**config.mk**
```make
export PLATFORM = sky130hd
export DESIGN_NAME = digest_collector_flat
export DESIGN_NICKNAME = d
export VERILOG_FILES = /design/src/rtl/digest_collector_if.sv /design/src/rtl/digest_collector.sv /design/src/flat_wrapper.sv
export SDC_FILE = /design/constraint.sdc
export NUM_CORES = 1
export LEC_CHECK = 0
export ABC_CLOCK_PERIOD_IN_PS = 5100
export CAP_MARGIN = 20
export CORE_AREA = 2 2 146 205
export DETAILED_ROUTE_END_ITERATION = 8
export DIE_AREA = 0 0 148 207
export PLACE_DENSITY = 0.72
export SLEW_MARGIN = 20
export SYNTH_ARGS = -nofsm -noshare
export SYNTH_HDL_FRONTEND = slang
export SYNTH_SLANG_ARGS = --single-unit
```
**constraint.sdc**
```tcl
create_clock -name clk -period 5.1 [get_ports clk]
set_input_delay 1.02 -clock clk [delete_from_list [all_inputs] [get_ports clk]]
set_output_delay 1.02 -clock clk [all_outputs]
set_load 0.01 [all_outputs]
```
**src/rtl/digest_collector_if.sv**
```systemverilog
// Bundles the byte-serial capture inputs and the parallel digest handshake outputs.
`default_nettype none

interface digest_collector_if #(
  parameter int NBYTES = 32
);
  logic [7:0]          i_data;
  logic                i_valid;
  logic                i_digest_ready;
  logic [8*NBYTES-1:0] o_digest;
  logic                o_digest_valid;
  logic                o_busy;
  logic                o_overrun;
  logic [7:0]          o_frame_cnt;

  modport master (
    output i_data, i_valid, i_digest_ready,
    input  o_digest, o_digest_valid, o_busy, o_overrun, o_frame_cnt
  );

  modport slave (
    input  i_data, i_valid, i_digest_ready,
    output o_digest, o_digest_valid, o_busy, o_overrun, o_frame_cnt
  );
endinterface

`default_nettype wire

```
**src/rtl/digest_collector.sv**
```systemverilog
// ============================================================================
// digest_collector
// Reassembles an NBYTES byte-serial digest into one word with valid/ready out.
// Revision: 1.0
// ============================================================================
`default_nettype none

module digest_collector #(
  parameter int NBYTES = 32
) (
  input  logic              clk,
  input  logic              rst_n,
  digest_collector_if.slave bus
);
  localparam int            CW   = (NBYTES > 1) ? $clog2(NBYTES) : 1;
  localparam logic [CW-1:0] LAST = CW'(NBYTES - 1);

  localparam logic [1:0] IDLE    = 2'd0;
  localparam logic [1:0] CAPTURE = 2'd1;
  localparam logic [1:0] HOLD    = 2'd2;

  logic [1:0]          state;
  logic [1:0]          state_nxt;
  logic [CW-1:0]       count;
  logic                valid_q;
  logic                start;
  logic                handshake;
  logic                load_first;
  logic                store_cap;
  logic                busy;
  logic                digest_valid;
  logic                overrun;
  logic [7:0]          frame_cnt;
  logic [8*NBYTES-1:0] digest;

  // Only the rising edge of i_valid starts a frame; the held level is ignored.
  assign start = bus.i_valid & ~valid_q;

  always_ff @(posedge clk) begin
    if (!rst_n) begin
      state <= IDLE;
    end else begin
      state <= state_nxt;
    end
  end

  always_comb begin
    state_nxt = state;
    case (state)
      IDLE: begin
        if (start) state_nxt = CAPTURE;
      end
      CAPTURE: begin
        if (count == LAST) state_nxt = HOLD;
      end
      HOLD: begin
        if (bus.i_digest_ready) state_nxt = start ? CAPTURE : IDLE;
      end
      default: state_nxt = IDLE;
    endcase
  end

  always_comb begin
    busy         = (state == CAPTURE);
    digest_valid = (state == HOLD);
    store_cap    = (state == CAPTURE);
    handshake    = (state == HOLD) && bus.i_digest_ready;
    // A start edge coinciding with the handshake begins the next frame at once.
    load_first   = start && ((state == IDLE) || handshake);
  end

  always_ff @(posedge clk) begin
    if (!rst_n) begin
      valid_q   <= 1'b0;
      count     <= '0;
      frame_cnt <= 8'd0;
      overrun   <= 1'b0;
    end else begin
      valid_q <= bus.i_valid;
      if (load_first) begin
        count <= CW'(1);
      end else if (store_cap) begin
        count <= count + CW'(1);
      end
      if (handshake) begin
        frame_cnt <= frame_cnt + 8'd1;
      end
      if ((state == HOLD) && !bus.i_digest_ready && start) begin
        overrun <= 1'b1;
      end
    end
  end

  for (genvar k = 0; k < NBYTES; k++) begin : g_byte
    logic [7:0] byte_q;
    logic       we;

    if (k == 0) begin : g_first
      assign we = load_first;
    end else begin : g_rest
      assign we = store_cap && (count == CW'(k));
    end

    always_ff @(posedge clk) begin
      if (!rst_n) begin
        byte_q <= 8'd0;
      end else if (we) begin
        byte_q <= bus.i_data;
      end
    end

    assign digest[8*k +: 8] = byte_q;
  end

  assign bus.o_digest       = digest;
  assign bus.o_digest_valid = digest_valid;
  assign bus.o_busy         = busy;
  assign bus.o_overrun      = overrun;
  assign bus.o_frame_cnt    = frame_cnt;

endmodule

`default_nettype wire

```
**src/flat_wrapper.sv**
```systemverilog
// flat-port wrapper written by rule: the top's interface ports become plain ports
module digest_collector_flat 
#(
  parameter int NBYTES = 32
)
  (clk, rst_n, bus_i_data, bus_i_valid, bus_i_digest_ready, bus_o_digest, bus_o_digest_valid, bus_o_busy, bus_o_overrun, bus_o_frame_cnt);
  digest_collector_if #(.NBYTES(NBYTES)) bus_i ();
  input  logic clk;
  input  logic rst_n;
  input wire logic [$bits(bus_i.i_data)-1:0] bus_i_data;
  input wire logic [$bits(bus_i.i_valid)-1:0] bus_i_valid;
  input wire logic [$bits(bus_i.i_digest_ready)-1:0] bus_i_digest_ready;
  output wire logic [$bits(bus_i.o_digest)-1:0] bus_o_digest;
  output wire logic [$bits(bus_i.o_digest_valid)-1:0] bus_o_digest_valid;
  output wire logic [$bits(bus_i.o_busy)-1:0] bus_o_busy;
  output wire logic [$bits(bus_i.o_overrun)-1:0] bus_o_overrun;
  output wire logic [$bits(bus_i.o_frame_cnt)-1:0] bus_o_frame_cnt;
  assign bus_i.i_data = bus_i_data;
  assign bus_i.i_valid = bus_i_valid;
  assign bus_i.i_digest_ready = bus_i_digest_ready;
  assign bus_o_digest = bus_i.o_digest;
  assign bus_o_digest_valid = bus_i.o_digest_valid;
  assign bus_o_busy = bus_i.o_busy;
  assign bus_o_overrun = bus_i.o_overrun;
  assign bus_o_frame_cnt = bus_i.o_frame_cnt;
  digest_collector #(.NBYTES(NBYTES)) u_core (.clk(clk), .rst_n(rst_n), .bus(bus_i));
endmodule
```
Word-level counts from Yosys, hierarchy flattened

Cells that the tools add are included.

Flip-flop bits (word level): 273
Bits of input ports: 12
Output and inout bits: 267

Reductions and logical operators: 41
Multiplexer cells: 7
Add/subtract/negate cells: 2
Equality and inequality tests: 36
Bitwise logic cells: 3

Operator list:

| operator                                                         | count |
|---|---|
| 5-bit == test (second input constant)                            | 16 |
| 5-bit by 4-bit == test with 1-bit output (second input constant) | 8 |
| 1-bit logical AND                                                | 35 |
| 5-bit by 3-bit == test with 1-bit output (second input constant) | 4 |
| 5-bit by 2-bit == test with 1-bit output (second input constant) | 2 |
| 8-bit by 1-bit adder with 8-bit output (second input constant)   | 1 |
| 2-bit two-way mux                                                | 3 |
| 2-bit one-hot mux with 3 select lines                            | 1 |
| 5-bit by 1-bit adder with 5-bit output (second input constant)   | 1 |
| 5-bit by 1-bit == test with 1-bit output (second input constant) | 1 |
| 2-bit != test (second input constant)                            | 2 |
| 1-bit two-way mux                                                | 3 |
| 3-bit AND reduction                                              | 1 |
| 2-bit by 1-bit == test with 1-bit output (second input constant) | 1 |
| 2-bit == test (second input constant)                            | 1 |
| 2-bit logical NOT                                                | 1 |
| 2-bit by 1-bit != test with 1-bit output (second input constant) | 1 |
| 1-bit NOT                                                        | 2 |
| 2-bit nonzero test                                               | 1 |
| 2-bit OR reduction                                               | 1 |
| 1-bit AND                                                        | 1 |
| 1-bit logical NOT                                                | 1 |
| 1-bit logical OR                                                 | 1 |

Depth between registers and ports, before layout

Gate-level depths: netlist (run 1).

Depth in word-level cells: 5
Gate-level depth with buffers: 7

Worst setup path after synthesis (run 1)

No wires, ideal clock.

Kind: register to output
Start: register u_core.state[0]
End: output bus_o_busy
Buffers on the path: 2
Stages on the path, launching flop included: 5
Setup slack: 3,053 ps
Arrival time: 1,027 ps
Cell sequence: dfxtp_1 > buf_2 > nand2b_1 > inv_1 > buf_2

Cells in the longest elaborated chain, start to end: 1

Ends and longest elaborated chain:

| item                                     | line                   | RTL |
|---|---|---|
| start, declared                          | digest_collector.sv:22 | `logic [1:0] state;` |
| start signal, assigned                   | digest_collector.sv:43 | `state <= state_nxt;` |
| 2-bit by 1-bit == test with 1-bit output | digest_collector.sv:64 | `busy = (state == CAPTURE);` |
| end, declared                            | flat_wrapper.sv:15     | `output wire logic [$bits(bus_i.o_busy)-1:0] bus_o_busy;` |

Every way passes these cells.

Worst setup path in the final report (run 1)

Start: register u_core.state[1]
End: output bus_o_busy

Same word-level chain as after synthesis.

==> impl_metrics.tcl, run 1 <==
set metrics [dict create \
    start_util_pct 39.6 \
    min_period_ns 3.46 \
    clkTransAtPathRegs_ns 0.07 \
    root_buffer "clkbuf_16" \
    drt-pass1-iter-count 4 \
    synth_top_area_cell "dfxtp_1" \
    wire_per_inst_um 20.6 \
    seq_area_frac_synth_pct 47.8 \
    yosysMostFrequentCell "dfxtp_1" \
    die_w_um 148 \
    ir_drop_uv 235 \
    die_height_um 207 \
    pin_count 279 \
    cts_setup_buffers 0 \
    place_congestion 0.788 \
    p_leak_nw 4.72 \
    post_cts_resized 0 \
    grt_max_degree 142 \
    start_kind "register" \
    critPathCaptureType "primary output" \
    grt_pass1_vias 9861 \
    synth_simple_gate_area_share_pct 15.8 \
    syn-instance-count 1308 \
    synthFlopType "dfxtp_1" \
    fin_nets 1486 \
    total_power_mw 4.43 \
    finalSetupViolCount 0 \
    htreeDepth 1 \
    tritoncts "built" \
    crit_chain "buf_4 > nand2b_1 > inv_1 > clkdlybuf4s50_1" \
    crit_required_ns 4.08 \
    syn_to_final_growth_pct 31.4 \
    async_flop_share_pct 0 \
    holdBufCountCts 0 \
    finalSetupTns_ns 0 \
    finalHoldViolations 0 \
    syn-num-nets 1327 \
    worst-path-max-fanout 26 \
    max_clock_freq_mhz 289 \
    clock_sinks 273 \
    cp_slowest_cell "clkdlybuf4s50_1" \
    clock-skew-final_ns 0.00695 \
    synth.avg_cell_area_um2 8.74 \
    ant_nets 0 \
    vias_per_cell 5.66 \
    status "complete, no violations" \
    core_area_um2 28900 \
    clk_latency_ns 0.53 \
    ys_seq_elements 273 \
    period_share_pct 67.9 \
    r2r-start "u_core.count[2]$_SDFFE_PP0P_" \
    cp-startpoint "u_core.state[1]$_SDFFE_PN0P_" \
    synth_top_family_by_area "compound AO/OA/AOI/OAI gates" \
    drc 0 \
    relSlewSlack_pct 28.4 \
    max-cap-violations 0 \
    die_area_um2 30600 \
    swShare_pct 22.6 \
    layout-drive-gt1-share_pct 5.86 \
    antenna_found_initial 0 \
    min_from "u_core.g_byte[15].byte_q[3]$_SDFFE_PN0P_" \
    rows 74 \
    synth.distinct_cells 43 \
    cts_buffers 27 \
    synth_adder_area_share_pct 0.766 \
    wl_um 38500 \
    hp-class "register to register" \
    crit_type "register to primary output" \
    ys_warn_count 0 \
    vias 10570 \
    netSwitchingPower_mw 1.00 \
    clockPowerShare_pct 46.8 \
    slowest_delay_ns 0.67 \
    drt_iter0_drc 759 \
    synthMuxAreaShare_pct 0.175 \
    dp_hpwl_um 22500 \
    drv_slew 0 \
    rsz0062_at_grt "false" \
    p_comb_share_pct 4.6 \
    port_buffers 278 \
    powerDensity_nw_per_um2 295 \
    synth_top_cells_by_count "dfxtp_1 (273), nand3_1 (258), o21ai_0 (243), a21boi_0 (178), a21boi_1 (81)" \
    synth_edf_count 0 \
    seq_power_share_pct 48.5 \
    synth_compound_area_share_pct 28.3 \
    synthTopCellsByArea "dfxtp_1 (48%), a21boi_0 (12%), nand3_1 (11%), o21ai_0 (11%), a21boi_1 (5.3%)" \
    synth_xor_area_share_pct 0.307 \
    power.internal_mw 3.43 \
    grt_first_pass_wirelength_um 58800 \
    track_usage_pct 23.9 \
    synth_top_area_share_pct 47.8 \
    worst_slew_pin_slew_ns 1.07 \
    netlist_area_um2 11400 \
    overflow 0 \
    cts_buffer_depth 3 \
    arrival_ns 2.44 \
]
[state kept, by name, summed over array words and instances (netlist names)]
register and count:
u_core.valid_q 1, u_core.g_byte.byte_q 256, u_core.state 2, u_core.bus.o_frame_cnt 8, u_core.bus.o_overrun 1, u_core.count 5
[per-stage QoR]
| stage | utilization, % | instances | cell area, µm² | setup WS (ns) | hold WS, ns |
|---|---|---|---|---|---|
| after detailed placement | 48.7 | 1816 | 14100 | 2.21 | 0.465 |
| after global placement | 48.6 | 1815 | 14000 | 2.24 | 0.456 |
| after global routing | 52.0 | 1865 | 15000 | 1.50 | 0.492 |
| after CTS | 51.8 | 1863 | 15000 | 1.63 | 0.473 |
| after floorplan | - | 1308 | 11400 | 3.05 | 0.481 |
| final | 52.0 | 1866 | 15000 | 1.64 | 0.471 |
[power groups by stage]
| stage | registers, mW | logic, mW | clock network, mW |
|---|---|---|---|
| global placement | 2.20 | 0.200 | 0 |
| detailed placement | 2.20 | 0.201 | 0 |
| global route | 2.15 | 0.219 | 2.19 |
| floorplan | 2.20 | 0.129 | 0 |
| CTS | 2.15 | 0.201 | 2.10 |
| finish | 2.15 | 0.205 | 2.07 |
[layer usage]
| metal | GRT usage, % | up-vias | part of all wire (%) | wire length, µm |
|---|---|---|---|---|
| met5 | 0 | - | 0 | 0 |
| met4 | 8.54 | 0 | 3.7 | 1410 |
| met3 | 3.37 | 81 | 6.8 | 2630 |
| met2 | 41.1 | 420 | 49 | 18900 |
| met1 | 30.4 | 5105 | 40 | 15600 |
| li1 | - | 4964 | - | - |
[critical path, delay by kind of cell, from the launching register on]
kind	cells	cell delay, ns
DFF	1	0.30
buffers and inverters	3	1.38
and+or+nand+nor	1	0.22
[layout make-up]
cell class | instances | area [µm²]
Timing Repair Buffer | 298 | 2920
Antenna cell | 1 | 2.50
Fill cell | 2698 | 13900
Clock inverter | 8 | 121
Inverter | 7 | 26.3
Tap cell | 380 | 475
Sequential cell | 273 | 5470
Clock buffer | 39 | 791
Multi-Input combinational cell | 860 | 5210
[final timing paths]
check	end	slack, ns	depth (start not counted)
hold reg to reg	u_core.g_byte[15].byte_q[3]$_SDFFE_PN0P_	0.47	2
setup reg to reg	u_core.g_byte[21].byte_q[1]$_SDFFE_PN0P_	2.68	4
hold / removal	u_core.g_byte[15].byte_q[3]$_SDFFE_PN0P_	0.47	2
setup / recovery	bus_o_busy	1.64	4
[cell families (layout without fill, tap and decap cells)]
| group | Yosys count | after routing |
|---|---|---|
| flops | 273 | 273 |
| simple gates | 334 | 334 |
| other cells | 0 | 1 |
| buf+inv | 175 | 352 |
| compound gates | 513 | 513 |
| xor+xnor | 4 | 4 |
| fa+ha+maj | 7 | 7 |
| mux | 2 | 2 |
[cell usage in the layout (no fill, tap or decap), types with 4 or more instances in the layout]
| cell | instances |
|---|---|
| a21boi_0 | 178 |
| a21boi_1 | 81 |
| buf_4 | 17 |
| dfxtp_1 | 273 |
| nand2_1 | 21 |
| nand4bb_1 | 4 |
| nand3_1 | 258 |
| clkbuf_8 | 7 |
| buf_2 | 8 |
| clkbuf_1 | 5 |
| ha_1 | 7 |
| nand2b_1 | 4 |
| nor2b_1 | 5 |
| clkdlybuf4s50_1 | 269 |
| nor2_1 | 4 |
| o21ai_0 | 243 |
| and4bb_2 | 4 |
| clkbuf_16 | 27 |
| nand4b_1 | 5 |
| inv_1 | 7 |
Note: power is estimated with default switching activity, not from simulation.
==> inputs of run 2 (changes only) <==
- ABC_CLOCK_PERIOD_IN_PS: 5100 -> 3300
- clock period: 5.1 -> 3.3 ns (I/O delays scaled with it)
==> run 2 against run 1 <==
- non-clock buffer count rose by 5
- combinational power up 57%
- global-route usage grew 0.091 points
- sequential share of layout area barely moved
- total power is 51% higher
- first-iteration DRC count decreased by 22%
- critical path depth down 1
- die area did not move
- via count down 0.17%
==> impl_metrics.tcl, run 2 (synthesized netlist as in run 1, its figures left out) <==
set metrics [dict create \
    status "complete, no violations" \
    min_to "u_core.g_byte[15].byte_q[0]$_SDFFE_PN0P_" \
    core_area_um2 28900 \
    ir_drop_uv 379 \
    min_period_ns 2.59 \
    setup_ws_ns 0.706 \
    crit_type "register to primary output" \
    die_height_um 207 \
    cts_setup_buffers 0 \
    finalHoldViolations 0 \
    drv_slew 0 \
    start_util_pct 39.6 \
    timing.rr.end "u_core.g_byte[11].byte_q[0]$_SDFFE_PN0P_" \
    cts_buffers 27 \
    overflow 0 \
    worst_slew_pin_slew_ns 1.09 \
    root_buffer "clkbuf_16" \
    r2r_slack_ns 1.02 \
    wl_um 38500 \
    htreeDepth 1 \
    rows 74 \
    layout-drive-gt1-share_pct 6.04 \
    drc 0 \
    grt_first_pass_wirelength_um 58900 \
    pin_count 279 \
    clkTransAtPathRegs_ns 0.06 \
    r2r_cells 4 \
    drt_iter0_drc 595 \
    start_kind "register" \
    antenna_found_initial 0 \
    drt-pass1-iter-count 5 \
    tritoncts "built" \
    critPathCaptureType "primary output" \
    num_antenna_cells 0 \
    clk_latency_ns 0.54 \
    relSlewSlack_pct 27.5 \
    final_cell_mix "dfxtp_1 (273), clkdlybuf4s50_1 (269), nand3_1 (258)" \
    powerDensity_nw_per_um2 445 \
    arrival_ns 1.93 \
    die_w_um 148 \
    crit_buf_inv 2 \
    largest_reg_flops 256 \
    p_leak_nw 4.74 \
    dp_slack_ns 0.948 \
    total_power_mw 6.68 \
    wire_per_inst_um 20.6 \
    r2r-start "u_core.state[0]$_SDFFE_PN0P_" \
    grt_pass1_vias 9862 \
    port_buffers 278 \
    hold_depth 2 \
    vias_per_cell 5.64 \
    finalSetupViolCount 0 \
    syn_to_final_growth_pct 31.5 \
    fin_nets 1491 \
    rsz0062_at_grt "false" \
    post_cts_resized 0 \
    die_area_um2 30600 \
    dp_hpwl_um 23100 \
    max-cap-violations 0 \
    clock_sinks 273 \
    cp_slowest_cell "clkdlybuf4s50_1" \
    worst-path-max-fanout 10 \
    slowest_delay_ns 0.56 \
    period_share_pct 78.6 \
    layout_commonest_cell "dfxtp_1" \
    hp-class "register to register" \
    cts_buffer_depth 3 \
    clock-skew-final_ns 0.0138 \
    grt_max_degree 99 \
    vias 10552 \
    holdBufCountCts 0 \
    crit_family "buffers and inverters" \
    track_usage_pct 24.0 \
    crit_chain "nand2b_1 > inv_1 > clkdlybuf4s50_1" \
    regMostFlops "u_core.g_byte.byte_q" \
    min_from "u_core.g_byte[15].byte_q[0]$_SDFFE_PN0P_" \
    crit_required_ns 2.64 \
    finalSetupTns_ns 0 \
    max_clock_freq_mhz 386 \
    ant_nets 0 \
    place_congestion 0.787 \
]
run 2: area by class of cell:
class	count	area, µm²
fillers	2737	13900
flip-flops and latches	273	5470
multi-input cells	860	5210
repair buffers	303	2980
clock buffers	42	812
well taps	380	475
clock inverters	6	58.8
inverters	7	26.3
run 2: how the worst max path moves through the flow:
stage,from,to,slack [ns],cells past startpoint
2_1_floorplan,u_core.state[0]$_SDFFE_PN0P_,bus_o_busy,1.61,4
3_3_place_gp,bus_i_valid,u_core.count[4]$_SDFFE_PP0P_,0.97,4
3_5_place_dp,u_core.state[0]$_SDFFE_PN0P_,u_core.g_byte[23].byte_q[5]$_SDFFE_PN0P_,0.95,4
4_1_cts,u_core.state[0]$_SDFFE_PN0P_,bus_o_busy,0.68,3
5_1_grt,u_core.state[0]$_SDFFE_PN0P_,bus_o_busy,0.59,3
6_report,u_core.state[0]$_SDFFE_PN0P_,bus_o_busy,0.71,3
run 2: per-layer routing:
metal / up-vias / track usage (%) / share of wire [%]
met1: 5084 / 30.0 / 40
met4: 0 / 10.2 / 3.9
met2: 425 / 40.7 / 50
met5: - / 0 / 0
li1: 4960 / - / -
met3: 83 / 3.79 / 6.9
run 2: stage by stage:
| step | cells | hold WS [ns] | utilization (%) | instance area (µm²) |
|---|---|---|---|---|
| 4_1_cts | 1869 | 0.469 | 51.9 | 15000 |
| 3_5_place_dp | 1821 | 0.459 | 48.9 | 14100 |
| 6_report | 1871 | 0.468 | 52.0 | 15000 |
| 2_1_floorplan | 1308 | 0.481 | - | 11400 |
| 3_3_place_gp | 1821 | 0.453 | 48.9 | 14100 |
| 5_1_grt | 1871 | 0.492 | 52.0 | 15000 |
run 2: worst reg2reg max path, cell delays in order (launching register included):
cell and delay (ns):
dfxtp_1 0.53, buf_4 0.27, nand4bb_1 0.78, o21ai_0 0.45
a21boi_0 0.13
run 2: report_power, final:
| group | internal, mW | switching [mW] |
|---|---|---|
| Clock | 1.76 | 1.27 |
| Sequential | 3.31 | 0.0157 |
| Combinational | 0.105 | 0.216 |
| Total | 5.17 | 1.51 |
